## config.mk

```make
export PLATFORM = sky130hd
export DESIGN_NAME = prep_busy_scheduler
export DESIGN_NICKNAME = d
export VERILOG_FILES = /design/src/rtl/prep_pkg.sv /design/src/rtl/prep_poll_table.sv /design/src/rtl/prep_busy_scheduler.sv
export SDC_FILE = /design/constraint.sdc
export NUM_CORES = 1
export LEC_CHECK = 0
export ABC_AREA = 1
export BUFFER_PORTS_ARGS = -buffer_cell sky130_fd_sc_hd__buf_2
export CORE_MARGIN = 10
export CORE_UTILIZATION = 58
export DETAILED_ROUTE_END_ITERATION = 6
export PLACE_DENSITY = 0.84
export SETUP_SLACK_MARGIN = 0.4
export SLEW_MARGIN = 40
export SYNTH_ARGS = -nofsm -noshare
export SYNTH_HDL_FRONTEND = slang
export SYNTH_SLANG_ARGS = --single-unit
```

## constraint.sdc

```tcl
create_clock -name clk_20mhz -period 4.2 [get_ports clk_20mhz]
set_clock_uncertainty 0.05 [all_clocks]
set_input_delay 0.42 -clock clk_20mhz [delete_from_list [all_inputs] [get_ports clk_20mhz]]
set_output_delay 0.42 -clock clk_20mhz [all_outputs]
set_load 0.05 [all_outputs]
```

## src/rtl/prep_pkg.sv

```systemverilog
`default_nettype none
// ============================================================================
// prep_pkg : shared states, register numbers, op codes and poll-count tables
// Rev 1.0
// ============================================================================
package prep_pkg;

    typedef enum logic [1:0] {
        ST_IDLE = 2'd0,
        ST_BUSY = 2'd1,
        ST_DONE = 2'd2
    } state_t;

    localparam logic [7:0] REG_PREP   = 8'h26;
    localparam logic [7:0] REG_STATUS = 8'h27;
    localparam logic [7:0] PREP_START = 8'h01;
    localparam logic [7:0] OP_09      = 8'h09;
    localparam logic [7:0] OP_03      = 8'h03;

    // Index 0 is the leftmost entry: poll counts per completed prepare cycle.
    localparam logic [0:7][7:0] POLL_TBL_09 = {
        8'd13, 8'd14, 8'd5, 8'd13, 8'd13, 8'd14, 8'd14, 8'd14
    };
    localparam logic [0:7][7:0] POLL_TBL_03 = {
        8'd10, 8'd10, 8'd9, 8'd10, 8'd10, 8'd4, 8'd35, 8'd36
    };

endpackage
`default_nettype wire

```

## src/rtl/prep_poll_table.sv

```systemverilog
`default_nettype none
// ============================================================================
// prep_poll_table : combinational poll-count lookup by op code and index
// Rev 1.0
// ============================================================================
module prep_poll_table
    import prep_pkg::*;
(
    input  logic [7:0] op_i,
    input  logic [3:0] idx_i,
    output logic [7:0] count_o
);

    logic [2:0] idx_c;

    always_comb begin
        idx_c   = (idx_i > 4'd7) ? 3'd7 : idx_i[2:0];
        count_o = 8'd0;
        if (op_i == OP_09) begin
            count_o = POLL_TBL_09[idx_c];
        end else if (op_i == OP_03) begin
            count_o = POLL_TBL_03[idx_c];
        end
    end

endmodule
`default_nettype wire

```

## src/rtl/prep_busy_scheduler.sv

```systemverilog
`default_nettype none
// ============================================================================
// prep_busy_scheduler : prepare-cycle counter and register 0x27 busy poller
// Optional busy timeout enabled by defining PREP_TIMEOUT_EN.
// Rev 1.0
// ============================================================================
module prep_busy_scheduler
    import prep_pkg::*;
#(
    parameter int CNT_MAX     = 8,
    parameter int TIMEOUT_CYC = 20000
) (
    input  logic       clk_20mhz,
    input  logic       reset,
    input  logic       wr_stb,
    input  logic       rd_stb,
    input  logic [7:0] reg_addr,
    input  logic [7:0] wr_data,
    output logic [7:0] rd_data,
    output logic       rd_valid,
    output logic       busy,
    output logic [3:0] prep_cnt,
    output logic       serial_ready,
    output logic       phase_err,
    output logic       timeout
);

    localparam logic [3:0] CNT_SAT = 4'(CNT_MAX);

    state_t     state_q, state_d;
    logic [7:0] op_q, op_d;
    logic [7:0] remain_q, remain_d;
    logic [3:0] prep_cnt_q, prep_cnt_d;
    logic [7:0] rd_data_q, rd_data_d;
    logic       rd_valid_q, rd_valid_d;
    logic       phase_err_q, phase_err_d;

    logic       rd_status_w;
    logic       wr_status_w;
    logic       wr_prep_w;
    logic [3:0] tbl_idx_w;
    logic [7:0] tbl_cnt_w;

    assign rd_status_w = rd_stb && (reg_addr == REG_STATUS);
    assign wr_status_w = wr_stb && (reg_addr == REG_STATUS);
    assign wr_prep_w   = wr_stb && (reg_addr == REG_PREP);
    assign tbl_idx_w   = (prep_cnt_q == 4'd0) ? 4'd0 : prep_cnt_q - 4'd1;

    prep_poll_table u_poll_table (
        .op_i    (wr_data),
        .idx_i   (tbl_idx_w),
        .count_o (tbl_cnt_w)
    );

`ifdef PREP_TIMEOUT_EN
    localparam logic [15:0] TMO_LAST = 16'(TIMEOUT_CYC - 1);
    logic [15:0] tmo_cnt_q, tmo_cnt_d;
    logic        timeout_q, timeout_d;
`else
    logic unused_tmo_w;
    assign unused_tmo_w = (TIMEOUT_CYC == 0);
`endif

    always_comb begin
        state_d     = state_q;
        op_d        = op_q;
        remain_d    = remain_q;
        prep_cnt_d  = prep_cnt_q;
        rd_data_d   = rd_data_q;
        rd_valid_d  = 1'b0;
        phase_err_d = phase_err_q;
`ifdef PREP_TIMEOUT_EN
        timeout_d   = timeout_q;
        tmo_cnt_d   = 16'd0;
        if (state_q == ST_BUSY) begin
            tmo_cnt_d = tmo_cnt_q + 16'd1;
            if (tmo_cnt_q == TMO_LAST) begin
                tmo_cnt_d = 16'd0;
                timeout_d = 1'b1;
                state_d   = ST_DONE;
            end
        end
        if (rd_status_w || wr_status_w) begin
            tmo_cnt_d = 16'd0;
        end
`endif

        // Read is answered from the pre-write state; a same-cycle write overrides below.
        if (rd_status_w) begin
            rd_valid_d = 1'b1;
            rd_data_d  = 8'h00;
            case (state_q)
                ST_BUSY: begin
                    if (remain_q > 8'd1) begin
                        rd_data_d = op_q;
                        remain_d  = remain_q - 8'd1;
                    end else begin
                        state_d = ST_DONE;
                    end
                end
                ST_DONE: state_d = ST_IDLE;
                default: ;
            endcase
        end

        if (wr_status_w) begin
            op_d = wr_data;
            if ((wr_data == OP_09) || (wr_data == OP_03)) begin
                remain_d = tbl_cnt_w;
                state_d  = ST_BUSY;
                if (prep_cnt_q == 4'd0) begin
                    phase_err_d = 1'b1;
                end
            end else begin
                remain_d = 8'd0;
                state_d  = ST_DONE;
            end
        end

        if (wr_prep_w && (wr_data == PREP_START) && (prep_cnt_q < CNT_SAT)) begin
            prep_cnt_d = prep_cnt_q + 4'd1;
        end
    end

    always_ff @(posedge clk_20mhz) begin
        if (reset) begin
            state_q     <= ST_IDLE;
            op_q        <= 8'h00;
            remain_q    <= 8'd0;
            prep_cnt_q  <= 4'd0;
            rd_data_q   <= 8'hFF;
            rd_valid_q  <= 1'b0;
            phase_err_q <= 1'b0;
        end else begin
            state_q     <= state_d;
            op_q        <= op_d;
            remain_q    <= remain_d;
            prep_cnt_q  <= prep_cnt_d;
            rd_data_q   <= rd_data_d;
            rd_valid_q  <= rd_valid_d;
            phase_err_q <= phase_err_d;
        end
    end

`ifdef PREP_TIMEOUT_EN
    always_ff @(posedge clk_20mhz) begin
        if (reset) begin
            tmo_cnt_q <= 16'd0;
            timeout_q <= 1'b0;
        end else begin
            tmo_cnt_q <= tmo_cnt_d;
            timeout_q <= timeout_d;
        end
    end
    assign timeout = timeout_q;
`else
    assign timeout = 1'b0;
`endif

    assign rd_data      = rd_data_q;
    assign rd_valid     = rd_valid_q;
    assign busy         = (state_q == ST_BUSY);
    assign prep_cnt     = prep_cnt_q;
    assign serial_ready = (prep_cnt_q >= 4'd7);
    assign phase_err    = phase_err_q;

endmodule
`default_nettype wire

```

# After elaboration in Yosys (flattened, before gate mapping)
# Memories as Yosys holds them, arrays and structs flattened.
# Index checks and enable logic that the tools add are counted.
# classes
add_sub_neg	3
magnitude_cmp	5
n_eq_ne	8
mux	21
n_bitwise	1
reduce_logical	14
# ops
cell	n
8-bit two-way mux	13
8-bit by 6-bit == test with 1-bit output (second input constant)	2
3-bit AND reduction	3
8-bit by 1-bit == test with 1-bit output (second input constant)	1
8-bit by 2-bit == test with 1-bit output (second input constant)	1
8-bit by 4-bit == test with 1-bit output (second input constant)	1
8-bit by 1-bit > comparator with 1-bit output (second input constant)	1
2-bit two-way mux	4
8-bit by 1-bit subtractor with 8-bit output (second input constant)	1
2-bit nonzero test	3
1-bit logical AND	5
4-bit by 1-bit adder with 4-bit output (second input constant)	1
4-bit by 3-bit >= comparator with 1-bit output (second input constant)	1
4-bit >= comparator (second input constant)	1
4-bit by 3-bit > comparator with 1-bit output (second input constant)	1
4-bit zero test	1
4-bit less-than comparator (second input constant)	1
4-bit two-way mux	1
3-bit inverter with 4-bit output	1
2-bit one-hot mux with 2 select lines	1
4-bit by 1-bit subtractor with 4-bit output (second input constant)	1
3-bit two-way mux	1
3-bit inequality test (second input constant)	1
3-bit nonzero test	1
other kinds (4)	4
# totals
register_bits	32
mem_bits_ro	128
out_inout_bits	17
elab_cells	61
mem_count	2
# memory_table
memory	words	width	read_ports	rd_clocked_by_memory_dff	write_ports	line	rtl
(name not given)	8	8	1	0	0	prep_poll_table.sv:20	count_o = POLL_TBL_09[idx_c];
(name not given)	8	8	1	0	0	prep_poll_table.sv:22	count_o = POLL_TBL_03[idx_c];

# Logic depth before layout (Yosys ltp)
# logic_depth
ltp_word	12
mapped_depth	11
mapped_depth_nobuf	11

# Hierarchy
# From an unflattened synthesis, not the netlist that was laid out.
# unflattened
hier_cells	301
area_unflattened_um2	1940.6
# modules_own_cells
module	n_inst	cells_per_inst	area_per_inst_um2
prep_busy_scheduler	1	255	1721.7
prep_poll_table	1	46	219.0

# Least setup slack after synthesis
# Ideal clock, no wire load.
# synth_timing
path_kind	flip-flop to output port
from	reg prep_cnt_q[1] (netlist: prep_cnt[1])
to	out serial_ready
arrival_ns	2.070
path_slack_ns	1.660
path_stages_with_launch	4
path_buffers	0
cell_sequence	dfxtp_1 > ha_1 > inv_1 > o21ai_0
# synth_between
elab_chain_cells	1
# synth_lines
item	line	rtl
from (decl)	prep_busy_scheduler.sv:33	logic [3:0] prep_cnt_q, prep_cnt_d;
from (signal assigned)	prep_busy_scheduler.sv:138	prep_cnt_q <= prep_cnt_d;
4-bit by 3-bit >= comparator with 1-bit output	prep_busy_scheduler.sv:164	assign serial_ready = (prep_cnt_q >= 4'd7);
to (decl)	prep_busy_scheduler.sv:23	output logic serial_ready,
# No other way between the ends.

# Final worst setup path
# layout_timing
from	reg prep_cnt_q[0] (netlist: prep_cnt[0])
to	out serial_ready
# Same word-level chain as after synthesis.

==> metrics.md <==
| Metric | Value |
|---|---|
| Result of the run | `complete, no violations` |
| First-pass detailed-route iteration total | `4` |
| Total power | `605 µW` |
| Areal power density over the cells | `approximately 300 nW/µm²` |
| Area growth, synth to finish | `14.6%` |
| Number of placed I/O pins | `37` |
| Cts bufs inserted | `5` |
| Vias per cell | `5.33` |
| Final Util | `0.679` |
| Worst setup path class | `register to primary output` |
| Max frequency | `between 500 and 600 MHz` |
| Worst voltage drop across the vdd grid | `around 0.00014 V` |
| Sequential element share of the synthesized area | `0.360` |
| Post-Syn Area | `around 1800 µm²` |
| Synthesized instance count | `between 200 and 250` |
| Worst Setup End Kind | `primary output` |
| Multi-input gate area | `~970 µm²` |
| Cell taking the most area after synthesis | `sky130_fd_sc_hd__dfxtp_1` |
| Hold Crit Start | `wr_data[3]` |
| Count of antenna diodes in the layout | `0` |
| Initial antenna violation count | `0` |
| Latest clock arrival within the worst-skew pair | `340 ps` |
| Die outline height | `75.4 µm` |
| Unrepaired setup endpoints after global routing | `no` |
| Ratio of cells with drive above 1 in the final layout | `0.251` |
| Clock tree from TritonCTS | `built` |
| Max_cap viols | `0` |
| Flop and latch count out of synthesis | `32` |
| Data arrival time of the critical path | `approximately 1400 ps` |
| I/O Buffers | `35` |
| DP Wirelength | `roughly 2900 µm` |
| Full die area | `between 5000 and 6000 µm²` |
| Final Cycle Share | `0.449` |
| Worst hold slack | `slightly below 300 ps` |
| Cts-stage hold buffer count | `0` |
| Final-report max-slew violation count | `0` |
| Crit path setup slack, layout | `approximately 2300 ps` |
| Endpoint required time on the critical path | `approximately 3700 ps` |
| Initial Utilization | `0.592` |
| Filler Cells Inserted | `261` |
| Post-route DRC | `0` |
| Post-layout min period | `1880 ps` |
| First DRT Iteration DRCs | `between 100 and 150` |
| Syn_area_per_cell | `7.29 µm²` |
| Post-CTS repair timing setup buffer count | `0` |
| Clock net sink count | `32` |
| Min-Delay Path Class | `input pin to register` |
| Die span in x | `75.4 µm` |
| Core Rows | `20` |
| Final hold violation count | `0` |
| Cts repair resizes | `0` |
| Pre-CTS setup slack | `approximately 2200 ps` |
| Flip-flop and latch area | `641 µm²` |
| Distinct cell type count of the synthesized netlist | `36` |
| Post-synth top area share | `0.360` |
| Global-route congestion overflow total | `0` |
| Global-route wire length before repair | `just under 7000 µm` |
| Post-DR wirelength/cell | `approximately 13 µm` |
| Nets in the synthesized netlist | `269` |
| Pin count of the biggest net entering global routing | `24` |
| Maximum level of the CTS H-tree | `2` |
| Via total after detailed routing | `1663` |
| Final setup TNS | `0 ps` |
| Startpoint Class | `register` |
| Root buffer cell | `sky130_fd_sc_hd__clkbuf_4` |
| Clock transition at path regs | `approximately 100 ps` |
| Via count of the first global-routing pass | `about 1600` |
| Number of endpoints failing setup at the final stage | `0` |
| Startpoint of the worst setup timing path | `prep_cnt[0]` |
| Cell types with the largest area share after synthesis | `sky130_fd_sc_hd__dfxtp_1 (36%), sky130_fd_sc_hd__a21oi_1 (7.6%), sky130_fd_sc_hd__nand2_1 (7.4%)` |
| Post-route ant nets | `0` |
| Layout Nets | `303` |
| Number of warnings printed during yosys synthesis | `0` |
| Peak fanout along the critical path | `5` |
| Routability-driven placement congestion ratio | `0.855` |
| Std-Cell Core Area | `between 3000 and 4000 µm²` |
| Combined global-route utilization of all metal layers | `0.153` |
| Startpoint of the lowest-slack register-to-register path | `remain_q[0]` |
| Total wirelength of the detailed-routed design | `approximately 4000 µm` |
| Pleak | `around 0.9 nW` |
| Max Buffers Root-to-Sink | `2` |
[cells in the mapped netlist, drive strengths merged]
cell	instances
nand2	39
dfxtp	32
inv	30
a21oi	29
o21ai	27
nor2	25
nand3	24
buf	5
ha	5
nor3	5
or2	5
xor2	5
clkbuf	3
nand4	3
o21a	2
clkinv	1
conb	1
nand3b	1
o211ai	1
xnor2	1
[layer usage]
metal	part of all wire	GRT usage
met4	0.016	0.0515
met5	0	0
met1	0.43	0.183
met3	0.062	0.0482
met2	0.49	0.252
[report_power, final]
part	switching (mW)	internal, mW	leakage (nW)	total (mW)
combinational	0.0198	0.0114	0.598	0.0312
sequential	0.000329	0.304	0.258	0.304
clock	0.111	0.158	0.0515	0.269
total	0.131	0.473	0.907	0.605
[flip-flops by register name (all words and copies together), names as in the netlist]
| register | cells |
|---|---|
| remain_q | 8 |
| rd_data | 8 |
| prep_cnt | 4 |
| op_q | 8 |
| rd_valid | 1 |
| state_q | 2 |
| phase_err | 1 |
[cell type report]
| cell class | instances | area share |
|---|---|---|
| multi-input cells | 173 | 0.475 |
| flip-flops and latches | 32 | 0.314 |
| repair buffers | 35 | 0.0859 |
| inverters | 31 | 0.0583 |
| clock buffers | 7 | 0.0319 |
| well taps | 33 | 0.0203 |
| clock inverters | 1 | 0.0147 |
[critical path, stage by stage (launching register included)]
cell and delay, ps:
sky130_fd_sc_hd__dfxtp_1 410, sky130_fd_sc_hd__ha_1 220, sky130_fd_sc_hd__inv_1 40, sky130_fd_sc_hd__o21ai_0 130, sky130_fd_sc_hd__buf_2 280
[stage by stage]
step                std cells  area, µm²
finish                    312       2040
global route              312       2040
CTS                       312       2040
detailed placement        304       1940
global placement          304       1940
floorplan                 244       1780
[kinds of logic (layout without fill, tap and decap cells)]
group	after synthesis	after routing	share of synthesized area
DFF	32	32	0.360
and+or+nand+nor	102	102	0.298
other	1	1	0.00211
xor gates and xnor gates	6	6	0.0296
AOI/OAI and AO/OA	59	59	0.179
adders and majority gates	5	5	0.0352
buffers and inverters	39	74	0.0957
[final timing paths]
check	end	slack, ps	cells after the start
worst max-delay path	serial_ready	2320	4
worst min-delay path	op_q[3]	290	3
worst min register to register	op_q[1]	400	2
worst max register to register	remain_q[6]	2400	10
[placed cells by master, fill, tap and decap left out, types with 3 or more instances in the layout]
| cell | n |
|---|---|
| sky130_fd_sc_hd__o21ai_1 | 12 |
| sky130_fd_sc_hd__nand4_1 | 3 |
| sky130_fd_sc_hd__inv_1 | 25 |
| sky130_fd_sc_hd__ha_1 | 5 |
| sky130_fd_sc_hd__or2_2 | 3 |
| sky130_fd_sc_hd__dfxtp_1 | 32 |
| sky130_fd_sc_hd__xor2_1 | 5 |
| sky130_fd_sc_hd__clkbuf_4 | 5 |
| sky130_fd_sc_hd__a21oi_1 | 27 |
| sky130_fd_sc_hd__nor2_1 | 20 |
| sky130_fd_sc_hd__nand3_1 | 21 |
| sky130_fd_sc_hd__o21ai_0 | 13 |
| sky130_fd_sc_hd__buf_2 | 35 |
| sky130_fd_sc_hd__nand3_2 | 3 |
| sky130_fd_sc_hd__nor2_2 | 3 |
| sky130_fd_sc_hd__nand2_1 | 35 |
| sky130_fd_sc_hd__inv_2 | 4 |
Power figures use the tool's default switching activity.
